==> src/rtl/sad_min_select.sv <==
// rtl/sad_min_select.sv - SAD result consumer: aligns PE sums to candidate positions, tracks minimum, reports best MV (optional SAD_EARLY_EXIT_EN)
module sad_min_select #(
  parameter int SAD_W  = 12,
  parameter int SRCH_W = 13,
  parameter int MV_W   = 4,
  parameter int PE_LAT = 5
) (
  input  logic              clk,
  input  logic              rst_n,
  input  logic              start,
  input  logic              cand_valid,
  input  logic [SAD_W-1:0]  sad_in,
`ifdef SAD_EARLY_EXIT_EN
  input  logic [SAD_W-1:0]  sad_thresh,
  output logic              early,
`endif
  output logic              pe_en,
  output logic              busy,
  output logic              done,
  output logic [MV_W-1:0]   mv_x,
  output logic [MV_W-1:0]   mv_y,
  output logic [SAD_W-1:0]  best_sad
);

  localparam int N_CAND = SRCH_W * SRCH_W;
  localparam int PW     = (SRCH_W > 1) ? $clog2(SRCH_W) : 1;
  localparam int CW     = $clog2(N_CAND + 1);
  localparam int HALF   = (SRCH_W - 1) / 2;

  typedef enum logic [1:0] {IDLE, SEARCH, DRAIN} state_t;

  state_t             state, state_nxt;
  logic [PW-1:0]      px, py;
  logic [PW-1:0]      best_px, best_py;
  logic [CW-1:0]      cnt;
  logic [SAD_W-1:0]   min_sad;
  logic [PE_LAT-1:0]  vpipe;

  logic               accept;
  logic               aligned;
  logic               better;
  logic               last_pos;
  logic               finish;
  logic               early_hit;
  logic               upd;
  logic               done_nxt;
  logic [PW-1:0]      fin_px, fin_py;
  logic [SAD_W-1:0]   fin_sad;

  // Candidate acceptance, SAD alignment and the best result as it stands after this cycle
  always_comb begin
    accept    = (state == SEARCH) && cand_valid && !start && (cnt < CW'(N_CAND));
    aligned   = (state != IDLE) && vpipe[PE_LAT-1] && !start;
    better    = aligned && (sad_in < min_sad);
    last_pos  = (px == PW'(SRCH_W - 1)) && (py == PW'(SRCH_W - 1));
    finish    = aligned && last_pos;
`ifdef SAD_EARLY_EXIT_EN
    early_hit = aligned && (sad_thresh != '0) && (sad_in < sad_thresh);
`else
    early_hit = 1'b0;
`endif
    upd       = better || early_hit;
    fin_px    = upd ? px : best_px;
    fin_py    = upd ? py : best_py;
    fin_sad   = upd ? sad_in : min_sad;
  end

  // FSM state register
  always_ff @(posedge clk or negedge rst_n) begin
    if (!rst_n) state <= IDLE;
    else        state <= state_nxt;
  end

  // FSM next state and status outputs; start restarts from any state
  always_comb begin
    state_nxt = state;
    busy      = (state != IDLE);
    done_nxt  = 1'b0;
    if (start) begin
      state_nxt = SEARCH;
    end else begin
      case (state)
        IDLE: state_nxt = IDLE;
        SEARCH: begin
          if (early_hit) begin
            state_nxt = IDLE;
            done_nxt  = 1'b1;
          end else if (accept && (cnt == CW'(N_CAND - 1))) begin
            state_nxt = DRAIN;
          end
        end
        DRAIN: begin
          if (early_hit || finish) begin
            state_nxt = IDLE;
            done_nxt  = 1'b1;
          end
        end
        default: state_nxt = IDLE;
      endcase
    end
  end

  assign pe_en = busy;

  // Position tracking, valid pipe and running minimum
  always_ff @(posedge clk or negedge rst_n) begin
    if (!rst_n) begin
      px      <= '0;
      py      <= '0;
      best_px <= '0;
      best_py <= '0;
      cnt     <= '0;
      min_sad <= '1;
      vpipe   <= '0;
    end else if (start) begin
      px      <= '0;
      py      <= '0;
      best_px <= '0;
      best_py <= '0;
      cnt     <= '0;
      min_sad <= '1;
      vpipe   <= '0;
    end else begin
      if (early_hit)
        vpipe <= '0;
      else if (busy)
        vpipe <= (vpipe << 1) | PE_LAT'(accept);
      if (accept)
        cnt <= cnt + CW'(1);
      if (aligned) begin
        if (upd) begin
          min_sad <= sad_in;
          best_px <= px;
          best_py <= py;
        end
        if (px == PW'(SRCH_W - 1)) begin
          px <= '0;
          py <= py + PW'(1);
        end else begin
          px <= px + PW'(1);
        end
      end
    end
  end

  // Reported result registers, loaded only when the search completes
  always_ff @(posedge clk or negedge rst_n) begin
    if (!rst_n) begin
      done     <= 1'b0;
      mv_x     <= '0;
      mv_y     <= '0;
      best_sad <= '1;
`ifdef SAD_EARLY_EXIT_EN
      early    <= 1'b0;
`endif
    end else begin
      done <= done_nxt;
`ifdef SAD_EARLY_EXIT_EN
      early <= done_nxt && early_hit;
`endif
      if (done_nxt) begin
        mv_x     <= MV_W'(int'(fin_px) - HALF);
        mv_y     <= MV_W'(int'(fin_py) - HALF);
        best_sad <= fin_sad;
      end
    end
  end

endmodule

==> config.mk <==
export PLATFORM = sky130hd
export DESIGN_NAME = sad_min_select
export DESIGN_NICKNAME = d
export VERILOG_FILES = /design/src/rtl/sad_min_select.sv
export SDC_FILE = /design/constraint.sdc
export NUM_CORES = 1
export LEC_CHECK = 0
export ABC_AREA = 1
export CORE_MARGIN = 5
export CORE_UTILIZATION = 45
export CTS_BUF_LIST = sky130_fd_sc_hd__clkbuf_2 sky130_fd_sc_hd__clkbuf_4 sky130_fd_sc_hd__clkbuf_8
export CTS_CLUSTER_DIAMETER = 120
export CTS_CLUSTER_SIZE = 20
export DETAILED_ROUTE_END_ITERATION = 8
export PLACE_DENSITY_LB_ADDON = 0.3
export SYNTH_ARGS = -nofsm -noshare
export SYNTH_HDL_FRONTEND = slang
export SYNTH_SLANG_ARGS = --single-unit
==> constraint.sdc <==
create_clock -name clk -period 1.97 [get_ports clk]
set_input_delay 0.197 -clock clk [delete_from_list [all_inputs] [get_ports clk]]
set_output_delay 0.197 -clock clk [all_outputs]
set_load 0.1 [all_outputs]
* Yosys cells after proc, flatten, opt, wreduce, memory -nomap -nowiden
Cells that the tools add are included.
Cells by class: order comparisons 2, eq/ne operators 7, bitwise gates (word level) 1, reductions and logical operators 17, mux-type cells 26, $add $sub $neg 5
Operator list (count):
- $mux 4 | 12
- $mux 12 | 3
- $mux 8 | 2
- $lt 12x12->1 | 1
- $mux 5 | 2
- $reduce_bool 2->1 | 5
- $logic_and 1x1->1 | 9
- $add 4x1->4 const B | 2
- $add 8x1->8 const B | 1
- $eq 4x4->1 const B | 2
- $eq 8x8->1 const B | 1
- $lt 8x8->1 const B | 1
- $sub 4x3->4 const B | 2
- $mux 2 | 3
- $or 5x1->5 | 1
- $pmux 2 s2 | 1
- $reduce_and 2->1 | 2
- $mux 1 | 3
- $ne 3x2->1 const B | 1
- $ne 3x3->1 const B | 1
- $eq 2x1->1 const B | 1
- $eq 2x2->1 const B | 1
- $logic_not 1->1 | 1
Storage, ports and cells: output and inout port bits 23, logic and storage cells 70, register bits 64, input port bits 16

* Logic depth before layout (Yosys ltp)
word-level depth 8, depth in mapped cells 18, mapped depth without buffers 17

* Worst setup path before layout
No wires, ideal clock.
kind register -> register, start point register min_sad[11], end point register mv_y[3], library setup time 0.120 ns, cell stages (with the launch flop) 19, clock period less this slack 2.064 ns, path buffers 1, required time 1.850 ns, slack -0.094 ns, data arrival time 1.944 ns, path through dfstp_2 -> inv_1 -> ha_1 -> nand2_1 -> inv_1 -> nand2_1 -> nand2_1 -> nor2_1 -> nand2_1 -> inv_2 -> nand2_2 -> buf_6 -> nand2_1 -> o21ai_2 -> ha_1 -> inv_1 -> nand3_1 -> nand3_1 -> nand2_1
On the way: cells in the longest elaborated chain, start to end 4
RTL lines:
- start: declaration | RTL line 36 | logic [SAD_W-1:0] min_sad;
- start signal: assignment | RTL line 132 | min_sad <= sad_in;
- $lt 12x12->1 | RTL line 54 | better = aligned && (sad_in < min_sad);
- $logic_and 1x1->1 | RTL line 54
- $mux 4
- $sub 4x3->4 | RTL line 163 | mv_y <= MV_W'(int'(fin_py) - HALF);
- end signal: assignment | RTL line 163
- end: declaration | RTL line 21 | output logic [MV_W-1:0] mv_y,
No other way between the ends. A chain may end at the register's enable or synchronous reset.

* Worst setup path in the final report
start point register min_sad[11], end point register mv_x[3]
On the way: cells in the longest elaborated chain, start to end 4
RTL lines:
- $lt 12x12->1 | RTL line 54
- $logic_and 1x1->1 | RTL line 54
- $mux 4 | RTL line 63 | fin_px = upd ? px : best_px;
- $sub 4x3->4 | RTL line 162 | mv_x <= MV_W'(int'(fin_px) - HALF);
- end signal: assignment | RTL line 162
- end: declaration | RTL line 20 | output logic [MV_W-1:0] mv_x,
No other way between the ends.

==> results.md <==
- Run status: complete, but fails checks
- Failing checks: setup timing
- Data required time of the critical path: roughly 2.2 ns
- Critical path class: flip-flop to flip-flop
- Yosys top cell area share: a little under a third
- Die Area: 8880 sq um
- Max_cap viols: 0
- Sum Neg Setup Slack: -1.09 ns
- Core footprint: 6870 sq um
- Gr usage total: between 10% and 20%
- Pre-antenna DRT Iters: 4
- Synth top area cells: dfrtp_1 31%, dfstp_2 20%, nand2_1 12%
- Final nets: between 400 and 500
- Grt ovf: 0
- Max FO, Critical Path: 6
- Cell chain of the critical path: inv_2 > ha_4 > nand2_2 > inv_2 > nand3_4 > nor2_2 > nand2_2 > nand2_4 > buf_12 > nand2_4 > o21ai_4 > ha_4 > nand3_2 > nand3_2 > nand2_1
- Synth Cell Area: roughly 3200 sq um
- First-pass GRT wire length: approximately 12,000 um
- Initial Utilization: around 47%
- Final Wtd Congestion: between 0.8 and 0.9
- Crit path depth: 15
- Routed wire length: 7500 um
- CTS tree: done
- Worst-Skew Late Latency: ~0.34 ns
- CP Capture Type: flip-flop
- Iter 0 DRT Violations: between 100 and 150
- Least-Margin Pin Slew: 0.551 ns
- H-tree Lvls: 3
- Vias in the first global route: ~2,600
- Pwr dens: 605 nW/um^2
- Most frequent cells in the layout: 82 x nand2_1, 44 x buf_4, 41 x inv_1
- Slew HR: 63.3%
- Clk slew on worst S/H paths: about 0.07 ns
- Syn_area_per_cell: roughly 8.5 sq um
- Leak pwr: roughly 2.1 nW
- Mapped Cells: 378
- Final min period: 2.07 ns
- FF+latch area: between 1500 and 2000 sq um
- Clock skew: between 0.01 and 0.015 ns
- Worst IR Drop VDD: slightly above 0.0004 V
- Row count: 30
- Synthesis Warnings: 0
- Critical Path Sink: mv_x[3]$_DFFE_PN0P_
- Chip Width: 94.3 um
- Final setup viols: 18
- WP buf/inv: 3
- Clock sinks: 64
- Wirelength per Cell: between 10 and 15 um
- Setup WS post-layout: -0.0985 ns
- Antenna Nets Post-Route: 0
- Leading area contributor after synthesis: dfrtp_1
- Pin count of the biggest net entering global routing: 30
- Hpwl dp: ~5000 um
- Share of cells above drive strength 1: 37.8%
- Area grow syn2layout: 42.7%
- Most common cell after layout, fill and taps aside: nand2_1
- CP startpoint kind: flip-flop
- Worst path top cell family by delay: simple AND/OR/NAND/NOR gates
- Antenna diodes: 0
- Register area share after synthesis: between 50% and 60%
- Unrepaired setup endpoints after global routing: true
- Die Span Y: about 94 um
- Worst-case reg-to-reg path depth: 15
- Worst R2R Start: min_sad[11]$_DFFE_PN1P_
- DRC violations left: 0
- Final worst hold slack: ~0.38 ns
- Period utilization: 105%
- Clk root buf: clkbuf_8
- Syn nets: 413
- Max incr delay on CP: about 0.53 ns
- Clock Tree Buf Depth: 2
- Reg2reg end: mv_x[3]$_DFFE_PN0P_
- Via density: approximately 5
- Via count: 2,736
- Fillers: 552
- #FFs+latches synth: 64
- Number of I/O port buffers: 38
- Top achievable clock speed: just under 500 MHz
- Yosys cell types: 27
- Multi-input gate area: between 1500 and 2000 sq um
- R2R setup slack: -0.1 ns
- Count of final hold-check violations: 0
- CTS Buf Count: 9
- IO Count: 39
- Min-Delay Path Class: primary input to async pin
- Initial antenna violation count: 0
- Slowest CP cell: dfstp_2
- CP arrival: ~2.3 ns
- Worst setup path startpoint: min_sad[11]$_DFFE_PN1P_
- Slew Limit Fails: 0
[flip-flops by register name, indices dropped and copies added (netlist names)]
register,count
best_py,4
best_px,4
vpipe,5
px,4
mv_y,4
state,2
cnt,8
py,4
mv_x,4
best_sad,12
done,1
min_sad,12
[per-stage QoR]
| step | instances | power, mW | worst slack [ns] | utilization, % | instance area [sq um] |
|---|---|---|---|---|---|
| detailed placement | 521 | 1.55 | -0.298 | 56.8 | 3900 |
| global placement | 521 | 1.54 | -0.265 | 56.8 | 3900 |
| global route | 548 | 2.88 | -0.224 | 66.4 | 4560 |
| CTS | 544 | 2.78 | -0.0827 | 62.9 | 4320 |
| floorplan | 378 | 1.44 | -0.0404 | - | 3320 |
| finish | 548 | 2.76 | -0.0985 | 66.4 | 4560 |
[where the power goes]
part           internal, mW  switching [mW]  total (mW)  leakage (nW)
Sequential             1.33         0.00689        1.33         0.803
Combinational        0.0829           0.127       0.210          1.19
Clock                 0.735           0.482        1.22         0.116
[worst min-delay path by stage]
stage	to	cells past startpoint	startpoint
2_1_floorplan	best_px[0]$_DFFE_PN0P_	0	rst_n
5_1_grt	vpipe[3]$_DFFE_PN0P_	2	rst_n
3_5_place_dp	vpipe[2]$_DFFE_PN0P_	1	rst_n
6_report	vpipe[3]$_DFFE_PN0P_	2	rst_n
4_1_cts	vpipe[3]$_DFFE_PN0P_	2	rst_n
3_3_place_gp	vpipe[3]$_DFFE_PN0P_	1	rst_n
[cells in the mapped netlist]
master,instances
nor3_1,4
inv_2,2
nand2_2,2
a31oi_1,1
buf_2,4
buf_6,1
o21ai_2,4
and2_1,4
nand2_1,102
nor2_1,15
buf_4,1
inv_1,52
clkbuf_1,6
nor2_4,2
nand3_1,26
a21oi_1,12
ha_1,19
o31ai_1,2
o22ai_1,1
o21a_1,1
xor2_1,2
dfrtp_1,40
o21ai_1,31
dfstp_2,24
o21ai_0,14
nor3b_1,1
nand4_1,5
[area by class of cell]
class | instances | area share [%]
Inverter | 54 | 4.45
Tap cell | 96 | 2.63
Clock buffer | 14 | 4.09
Clock inverter | 2 | 0.768
Timing Repair Buffer | 70 | 15.0
Sequential cell | 64 | 35.8
Multi-Input combinational cell | 248 | 37.3
[timing repair]
action / 4_1_cts / 5_1_grt
endpoints found under the hold margin: 5 / 0
pin swaps: 24 / 16
setup endpoints to repair: 25 / 35
buffers inserted: 5 / 2
cloned: 1 / 2
resized for setup: 29 / 44
hold buffers: 1 / 0
[worst reg2reg max path: stages, from the launching register on]
cell and delay (ns):
dfstp_2 0.53, inv_2 0.05, ha_4 0.26, nand2_2 0.05
inv_2 0.07, nand3_4 0.07, nor2_2 0.12, nand2_2 0.08
nand2_4 0.12, buf_12 0.15, nand2_4 0.06, o21ai_4 0.07
ha_4 0.17, nand3_2 0.06, nand3_2 0.07, nand2_1 0.04
[kinds of logic (layout without fill, tap and decap cells)]
group	count (synthesis)	in the layout	share of synthesized area, %
AO/OA/AOI/OAI	66	66	11.1
XOR/XNOR	2	2	0.548
adder cells (fa/ha/maj)	19	19	7.44
buffers and inverters	66	140	8.26
flip-flops	64	64	51.1
AND/OR/NAND/NOR	161	161	21.5
[per-layer routing]
layer | wire length, um | part of all wire [%] | GRT usage (%)
met1 | 3210 | 43 | 20.9
met2 | 3890 | 52 | 29.6
met3 | 300 | 4.0 | 4.97
met4 | 98 | 1.3 | 5.42
met5 | 0 | 0 | 0
Power figures use the tool's default switching activity.
